<file path="src/rtl/seg7_pkg.sv">
// Shared types and constants for the eight-digit seven-segment scan driver.
// The blink field of the digit set exists only when SEG7_BLINK_EN is defined.
package seg7_pkg;

    // Segment patterns, bit order {dp,g,f,e,d,c,b,a}; dp is never set here.
    localparam logic [7:0] SEG_HEX [16] = '{
        8'h3F, 8'h06, 8'h5B, 8'h4F, 8'h66, 8'h6D, 8'h7D, 8'h07,
        8'h7F, 8'h6F, 8'h77, 8'h7C, 8'h39, 8'h5E, 8'h79, 8'h71
    };
    localparam logic [7:0] SEG_BLANK = 8'h00;
    localparam logic [7:0] SEG_DP    = 8'h80;

    typedef logic [1:0] phase_t;
    localparam phase_t PH_LAST = 2'd3;

    typedef struct packed {
        logic [31:0] digits;
        logic [7:0]  dp;
        logic [7:0]  blank;
`ifdef SEG7_BLINK_EN
        logic [7:0]  blink;
`endif
    } disp_set_t;

    function automatic logic [3:0] phase_onehot(input phase_t p);
        return 4'b0001 << p;
    endfunction

endpackage

</file>
<file path="src/rtl/seg7_dec.sv">
// Combinational hex-to-segment decoder with decimal point and blanking.
// A blanked digit is fully dark, decimal point included.
module seg7_dec
    import seg7_pkg::*;
(
    input  logic [3:0] i_val,
    input  logic       i_dp,
    input  logic       i_blank,
    output logic [7:0] o_seg
);

    always_comb begin
        o_seg = SEG_BLANK;
        if (!i_blank) begin
            o_seg = SEG_HEX[i_val] | (i_dp ? SEG_DP : SEG_BLANK);
        end
    end

endmodule

</file>
<file path="src/rtl/seg7_scan.sv">
// Time-multiplexed driver for two 4-digit seven-segment banks with frame-aligned,
// double-buffered updates. Optional per-digit blinking under SEG7_BLINK_EN.
module seg7_scan
    import seg7_pkg::*;
#(
    parameter int SCAN_DIV     = 2,
    parameter int BLINK_FRAMES = 4
) (
    input  logic        clk,
    input  logic        rst_n,
    input  logic [31:0] digit_val,
    input  logic [7:0]  dp_in,
    input  logic [7:0]  blank_in,
`ifdef SEG7_BLINK_EN
    input  logic [7:0]  blink_in,
`endif
    input  logic        upd,
    output logic        pend,
    output logic [7:0]  seg7_sel,
    output logic [7:0]  seg7,
    output logic [7:0]  seg7_l
);

    localparam int PW = $clog2(SCAN_DIV);
    localparam logic [PW-1:0] PCNT_LAST = PW'(SCAN_DIV - 1);

    generate
        if (SCAN_DIV < 2 || BLINK_FRAMES < 1) begin : g_param_check
            $error("seg7_scan: SCAN_DIV must be >= 2 and BLINK_FRAMES >= 1");
        end
    endgenerate

    logic [PW-1:0] r_pcnt;
    phase_t        r_ph;
    logic          r_pend;
    disp_set_t     r_pnd_set;
    disp_set_t     r_dsp_set;
    logic [7:0]    r_sel;
    logic [7:0]    r_seg_r;
    logic [7:0]    r_seg_l;

    logic          w_tick;
    logic          w_commit;
    phase_t        w_ph_next;
    disp_set_t     w_in_set;
    disp_set_t     w_dsp_next;
    logic [7:0]    w_blank_eff;
    logic [2:0]    w_idx_r;
    logic [2:0]    w_idx_l;
    logic [3:0]    w_val_r;
    logic [3:0]    w_val_l;
    logic [7:0]    w_seg_r;
    logic [7:0]    w_seg_l;
    logic [3:0]    w_onehot;

    assign w_tick    = (r_pcnt == PCNT_LAST);
    assign w_commit  = w_tick && (r_ph == PH_LAST);
    assign w_ph_next = phase_t'(r_ph + 2'd1);

    always_comb begin
        w_in_set        = '0;
        w_in_set.digits = digit_val;
        w_in_set.dp     = dp_in;
        w_in_set.blank  = blank_in;
`ifdef SEG7_BLINK_EN
        w_in_set.blink  = blink_in;
`endif
    end

    // An update landing on the commit tick bypasses the pending set entirely.
    always_comb begin
        w_dsp_next = r_dsp_set;
        if (w_commit) begin
            if (upd) begin
                w_dsp_next = w_in_set;
            end else if (r_pend) begin
                w_dsp_next = r_pnd_set;
            end
        end
    end

`ifdef SEG7_BLINK_EN
    localparam int FW = (BLINK_FRAMES > 1) ? $clog2(BLINK_FRAMES) : 1;
    localparam logic [FW-1:0] FCNT_LAST = FW'(BLINK_FRAMES - 1);

    logic [FW-1:0] r_fcnt;
    logic          r_blink_off;
    logic          w_blink_wrap;
    logic          w_blink_off_next;

    assign w_blink_wrap     = w_commit && (r_fcnt == FCNT_LAST);
    assign w_blink_off_next = r_blink_off ^ w_blink_wrap;

    always_ff @(posedge clk) begin
        if (!rst_n) begin
            r_fcnt      <= '0;
            r_blink_off <= 1'b0;
        end else if (w_commit) begin
            r_fcnt      <= w_blink_wrap ? '0 : r_fcnt + 1'b1;
            r_blink_off <= w_blink_off_next;
        end
    end

    // The frame being started uses the blink state that takes effect on this tick.
    assign w_blank_eff = w_dsp_next.blank | (w_blink_off_next ? w_dsp_next.blink : 8'h00);
`else
    assign w_blank_eff = w_dsp_next.blank;
`endif

    assign w_idx_r  = {1'b0, w_ph_next};
    assign w_idx_l  = {1'b1, w_ph_next};
    assign w_val_r  = w_dsp_next.digits[{w_idx_r, 2'b00} +: 4];
    assign w_val_l  = w_dsp_next.digits[{w_idx_l, 2'b00} +: 4];
    assign w_onehot = phase_onehot(w_ph_next);

    seg7_dec u_dec_r (
        .i_val   (w_val_r),
        .i_dp    (w_dsp_next.dp[w_idx_r]),
        .i_blank (w_blank_eff[w_idx_r]),
        .o_seg   (w_seg_r)
    );

    seg7_dec u_dec_l (
        .i_val   (w_val_l),
        .i_dp    (w_dsp_next.dp[w_idx_l]),
        .i_blank (w_blank_eff[w_idx_l]),
        .o_seg   (w_seg_l)
    );

    always_ff @(posedge clk) begin
        if (!rst_n) begin
            r_pcnt           <= '0;
            r_ph             <= PH_LAST;
            r_pend           <= 1'b0;
            r_pnd_set        <= '0;
            r_pnd_set.blank  <= 8'hFF;
            r_dsp_set        <= '0;
            r_dsp_set.blank  <= 8'hFF;
            r_sel            <= 8'h00;
            r_seg_r          <= SEG_BLANK;
            r_seg_l          <= SEG_BLANK;
        end else begin
            r_pcnt    <= w_tick ? '0 : r_pcnt + 1'b1;
            r_dsp_set <= w_dsp_next;
            if (upd) begin
                r_pnd_set <= w_in_set;
            end
            if (w_commit) begin
                r_pend <= 1'b0;
            end else if (upd) begin
                r_pend <= 1'b1;
            end
            if (w_tick) begin
                r_ph    <= w_ph_next;
                r_sel   <= {w_onehot, w_onehot};
                r_seg_r <= w_seg_r;
                r_seg_l <= w_seg_l;
            end
        end
    end

    assign pend     = r_pend;
    assign seg7_sel = r_sel;
    assign seg7     = r_seg_r;
    assign seg7_l   = r_seg_l;

endmodule

</file>
<file path="config.mk">
export PLATFORM = sky130hd
export DESIGN_NAME = seg7_scan
export DESIGN_NICKNAME = d
export VERILOG_FILES = /design/src/rtl/seg7_pkg.sv /design/src/rtl/seg7_dec.sv /design/src/rtl/seg7_scan.sv
export SDC_FILE = /design/constraint.sdc
export NUM_CORES = 1
export LEC_CHECK = 0
export CORE_MARGIN = 2
export CORE_UTILIZATION = 50
export CTS_CLUSTER_DIAMETER = 100
export DETAILED_ROUTE_END_ITERATION = 7
export MAX_ROUTING_LAYER = met4
export PLACE_DENSITY = 0.74
export SETUP_SLACK_MARGIN = 0.1
export SYNTH_ARGS = -nofsm -noshare
export SYNTH_HDL_FRONTEND = slang
export SYNTH_SLANG_ARGS = --single-unit
</file>
<file path="constraint.sdc">
create_clock -name clk -period 3.8 [get_ports clk]
set_input_delay 0.76 -clock clk [delete_from_list [all_inputs] [get_ports clk]]
set_output_delay 0.76 -clock clk [all_outputs]
set_load 0.01 [all_outputs]
</file>
## Word-level counts from Yosys, hierarchy flattened

Memory sizes are Yosys's and may differ from the RTL's.
Index checks and enable logic that the tools add are counted.

- Register bits: 124
- Bits in latches: 0
- RAM bits: 0
- Bits in read-only memories: 256
- Input port bits: 51
- Logic and storage cells: 51
- Memories kept: 2

Memory list:

| memory | words | bits a word | read ports | clocked after Yosys merged registers in | write ports | RTL line | source |
|---|---|---|---|---|---|---|---|
| (name not given) | 16 | 8 | 1 | 0 | 0 | seg7_dec.sv:15 | `o_seg = SEG_HEX[i_val] \| (i_dp ? SEG_DP : SEG_BLANK);` |
| (name not given) | 16 | 8 | 1 | 0 | 0 | seg7_dec.sv:15 |  |

- $add $sub $neg: 2
- Multipliers: 0
- Divide/modulo/power cells: 0
- Order comparisons: 4
- Equality and inequality tests: 1
- Shifts and indexed selects: 3
- Multiplexer cells: 19
- Bitwise gates (word level): 5
- Reductions and logical operators: 3

Operator list:

| kind | count |
|---|---|
| $mux W48 | 3 |
| $mux W8 | 8 |
| $shiftx A32 B5 Y4 | 1 |
| $shiftx A32 B6 Y4 | 1 |
| $or A8 B8 Y8 | 2 |
| $ge A5 B5 Y1 const B | 2 |
| $not A4 Y5 | 2 |
| $bmux W1 S2 | 4 |
| $lt A2 B4 Y1 const B | 1 |
| $lt A3 B4 Y1 const B | 1 |
| $mux W1 | 4 |
| $reduce_or A2 Y1 | 2 |
| $shl A1 B2 Y4 const A | 1 |
| $add A2 B1 Y2 const B | 1 |
| $eq A2 B2 Y1 const B | 1 |
| $add A1 B1 Y1 const B | 1 |
| $logic_and A1 B1 Y1 | 1 |
| $not A1 Y1 | 1 |

## Longest topological paths before layout

- Depth in word-level cells: 10
- Gate-level depth with buffers: 15
- Gate-level depth less buffers: 11

## Modules after synthesis

From an unflattened synthesis, not the netlist that was laid out.

- Cell total of the unflattened synthesis: 583
- Area, all modules: 5522.8 sq um

By module, submodules not included:

| module | instances | cells each | area each (sq um) | seq. area each (sq um) |
|---|---|---|---|---|
| seg7_scan | 1 | 509 | 4979.8 | 2402.3 |
| seg7_dec | 2 | 37 | 271.5 | 0.0 |

## Worst setup path after synthesis

OpenSTA, ideal clock, no wires.

- Kind: in2reg
- Start point: in upd
- End point: reg r_seg_r[1] (netlist: seg7[1])
- Setup time: 58 ps
- Data arrival time: 3406 ps
- Path slack: 336 ps
- Stages on the path: 14
- Buffers on the path: 5
- Path through: buf_6 -> o211ai_4 -> buf_6 -> buf_6 -> buf_2 -> buf_2 -> a21oi_1 -> mux4_2 -> inv_1 -> ha_1 -> inv_1 -> mux2_2 -> a221oi_1 -> a21o_1

- Word-level cells in the longest chain between the ends: 9
- Elaborated cells on any way between the ends: 11
- Classes of those cells: shift (1); mux (7); bitwise (2); memory (1)

Ends and longest elaborated chain:

| element | RTL line | source |
|---|---|---|
| from (decl) | seg7_scan.sv:17 | `input logic upd,` |
| $mux W48 * | seg7_scan.sv:74 | `if (upd) begin` |
| $mux W48 * | seg7_scan.sv:73 | `if (w_commit) begin` |
| $shiftx A32 B5 Y4 | seg7_scan.sv:112 | `assign w_val_r = w_dsp_next.digits[{w_idx_r, 2'b00} +: 4];` |
| $not A4 Y5 (implied by the code) | seg7_dec.sv:15 |  |
| $mem_v2 Z16 W8 | - |  |
| $mux W8 (implied by the code) (2 in a row) | seg7_dec.sv:15 |  |
| $or A8 B8 Y8 | seg7_dec.sv:15 |  |
| $mux W8 * | seg7_dec.sv:14 | `if (!i_blank) begin` |
| to (signal assigned) | seg7_scan.sv:156 | `r_seg_r <= w_seg_r;` |
| to (decl) | seg7_scan.sv:39 | `logic [7:0] r_seg_r;` |

Mark *: on every way between the ends. The rest lies on a longest branch, timed or not. The select of a mux whose other input is x is not followed.
A chain may end at the register's enable or synchronous reset.

## Worst setup path after layout

- Start point: reg r_ph[0]
- End point: reg r_seg_r[1] (netlist: seg7[1])

- Word-level cells in the longest chain between the ends: 10
- Elaborated cells on any way between the ends: 13
- Classes of those cells: add/sub (1); eq/ne (1); shift (1); mux (6); bitwise (2); reduce/logical (1); memory (1)

Ends and longest elaborated chain:

| element | RTL line | source |
|---|---|---|
| from (decl) | seg7_scan.sv:34 | `phase_t r_ph;` |
| from (signal assigned) | seg7_scan.sv:154 | `r_ph <= w_ph_next;` |
| $eq A2 B2 Y1 | seg7_scan.sv:57 | `assign w_commit = w_tick && (r_ph == PH_LAST);` |
| $logic_and A1 B1 Y1 | seg7_scan.sv:57 |  |
| $mux W48 | seg7_scan.sv:73 |  |
| $shiftx A32 B5 Y4 | seg7_scan.sv:112 |  |
| $not A4 Y5 (implied by the code) | seg7_dec.sv:15 |  |
| $mem_v2 Z16 W8 | - |  |
| $mux W8 (implied by the code) (2 in a row) | seg7_dec.sv:15 |  |
| $or A8 B8 Y8 | seg7_dec.sv:15 |  |
| $mux W8 * | seg7_dec.sv:14 |  |

Marked as above.

==> impl_results.md <==
- Outcome: finished, final reports clean
- Dpl cells: 729
- Total CTS buffers: 17
- Post-CTS Setup Inserts: 0
- Core Region: 0.01028 mm²
- GRT overflow: 0
- WHS Path Cells: 1
- Worst R2R Path Depth: 12
- Most frequent cell after synthesis: dfxtp_1
- # rows: 37
- Min-delay src: seg7[4]
- Starting Density: 0.5122
- Yosys top cell area share: 0.4564
- Routed WL: 11.44 mm
- Die Wd: 106.6 µm
- Final Cycle Share: 0.8796
- CTS root buf: clkbuf_8
- Skew final: 0.006611 ns
- All-Layer GR Usage: 0.2122
- Setup TNS: 0 ns
- Yosys reg bits: 120
- Design Power: 0.003713 W
- Post-synth top cells: dfxtp_1, nor2_1, mux2i_1
- Mapped Area: 0.005264 mm²
- Register area share after synthesis: 0.4564
- Cell count after synthesis: 543
- Worst EP arrival: 3.79 ns
- Post-synth top area cell: dfxtp_1
- Clk slew on worst S/H paths: 0.06 ns
- Nets: 680
- EDFF count, synth: 0
- Vias in the first global route: 3925
- Max Slew Vio Count: 0
- DRC violation count after routing: 0
- Initial antenna violation count: 0
- Clock Path Buffers: 2
- Worst skew pair latency: 0.50 ns
- Critical path class: register to register
- WP data required: 4.25 ns
- Max-capacitance violation count: 0
- Worst hold path class: register to register
- Hold Path Sink: seg7[4]
- Startpoint Class: register
- Leak Pwr: 2.871 nW
- Synth Area per Inst: 9.694 µm²
- Count of final hold-check violations: 0
- Area delta synth->final: 27.91%
- Relative slew slack: 0.6191
- Worst R2R Setup Slack: 0.46 ns
- Clock sink count: 120
- DIE HEIGHT: 106.6 µm
- First-pass GRT wire length: 18.59 mm
- Via count: 4023
- CP max FO: 19
- Synth area leaders: dfxtp_1, mux2i_1, nor2_1, ha_1, mux2_2
- CTS tree: yes
- Antenna Cells: 0
- Total die area: 0.01136 mm²
- Num ports: 76
- PD cells: 551.5 mW/mm²
- RePlAce Congestion: 0.8240
- Fin crit period: 3.343 ns
- Placed cell area: 0.006068 mm²
- Max frequency: 299.2 MHz
- Layout Cells excl Fill: 761
- CP Capture Type: register
- Port Buf Inserts: 75
- ANT nets after route: 0
- Capture point of the worst reg-to-reg path: seg7[1]
- Syn Nets: 611
- DRT iter0 DRCs: 173
- Count of final setup violators: 0
- Layout cells sized above 1: 0.1296
- FFs w/ async S/R, synth: 0
- Distinct cell type count after synthesis: 54
- Resized Gates After CTS: 0
- Worst Max-Slew Pin Slew: 0.5686 ns
- Worst hold slack: 0.4485 ns
- DRT Pass-1 Iters: 5
- VDD IR-drop max: 379.0 µV
- Cts-stage hold buffer count: 0
- Reg-to-Reg Start: r_ph[0]
- Fin area: 0.006733 mm²
- Vias per cell: 5.286
- Fillers: 825
- Largest net degree at the start of global routing: 43
- Detailed-route wire length per cell: 15.03 µm
- HPWL after DPL: 7.859 mm
- Ys Warns: 0
- Ys flop type: dfxtp_1
- RSZ-0062 raised after global routing: false
- Htree depth: 4
[power by group]
group	switching, W	internal, W
Sequential	0.0000352	0.00134
Clock	0.000581	0.00120
Combinational	0.000291	0.000268
Total	0.000908	0.00281
[logic make-up after synthesis]
kind of cell	share of synthesized area
simple gates	0.1493
xor+xnor	0.001664
buf+inv	0.05420
flops	0.4564
fa+ha+maj	0.04041
mux	0.1728
compound gates	0.1253
[sequential cells by signal, indices dropped and copies added, names as in the netlist]
name / count
pend: 1
r_dsp_set: 48
r_pcnt: 1
r_ph: 2
r_pnd_set: 48
seg7: 8
seg7_l: 8
seg7_sel: 4
[critical path, stage by stage, from the launching register on]
cell      delay (ns)
dfxtp_1         0.48
buf_4           0.24
ha_1            0.32
o211ai_4        0.26
nor2_1          0.20
a21oi_1         0.07
mux4_2          0.55
inv_1           0.13
ha_1            0.26
inv_1           0.10
mux2_2          0.27
a221oi_1        0.29
a21o_1          0.12
[metal layers]
metal  vias to the layer above  routed length, µm  GRT usage
met4                         0                208    0.08534
met2                       105               5570     0.3394
met3                        15                428    0.04195
li1                       2008                  -          -
met5                         -                  0          -
met1                      1895               5233     0.2650
[final cells by class]
| class | count | area, µm² | area share |
|---|---|---|---|
| timing repair buffer | 89 | 863.3 | 0.1282 |
| clock inverter | 15 | 250.2 | 0.03717 |
| inverter | 15 | 56.30 | 0.008363 |
| clock buffer | 17 | 414.1 | 0.06151 |
| multi-input combinational | 369 | 2576 | 0.3826 |
| tap | 136 | 170.2 | 0.02527 |
| sequential | 120 | 2402 | 0.3568 |
[stage by stage]
stage | setup WS [ns] | utilization
finish | 0.4574 | 0.6551
global route | 0.2509 | 0.6551
CTS | 0.4576 | 0.6551
detailed placement | 0.2852 | 0.5905
global placement | 0.3803 | 0.5905
floorplan | 0.3363 | -
[how the worst max path moves through the flow]
| stage | from | endpoint | slack [ns] | cells past startpoint |
|---|---|---|---|---|
| after floorplan | upd | seg7[1] | 0.34 | 14 |
| after global placement | upd | seg7_l[0] | 0.38 | 9 |
| after detailed placement | upd | seg7[1] | 0.29 | 12 |
| after CTS | r_ph[0] | seg7[1] | 0.46 | 12 |
| after global routing | r_ph[0] | seg7[1] | 0.25 | 12 |
| final | r_ph[0] | seg7[1] | 0.46 | 12 |
[cells in the final DEF (no fill, tap or decap), drive strengths merged, types with 4 or more instances in the layout]
master	instances
a21oi	24
a22o	7
and2	21
buf	15
bufinv	6
clkbuf	17
clkdlybuf4s50	74
clkinv	4
clkinvlp	4
dfxtp	120
ha	17
inv	16
mux2	21
mux2i	56
mux4	5
nand2	36
nand2b	4
nor2	94
nor2b	5
nor3	4
o211ai	5
o21ai	18
o22a	7
o22ai	8
or2	4
Note: power is estimated with default switching activity, not from simulation.
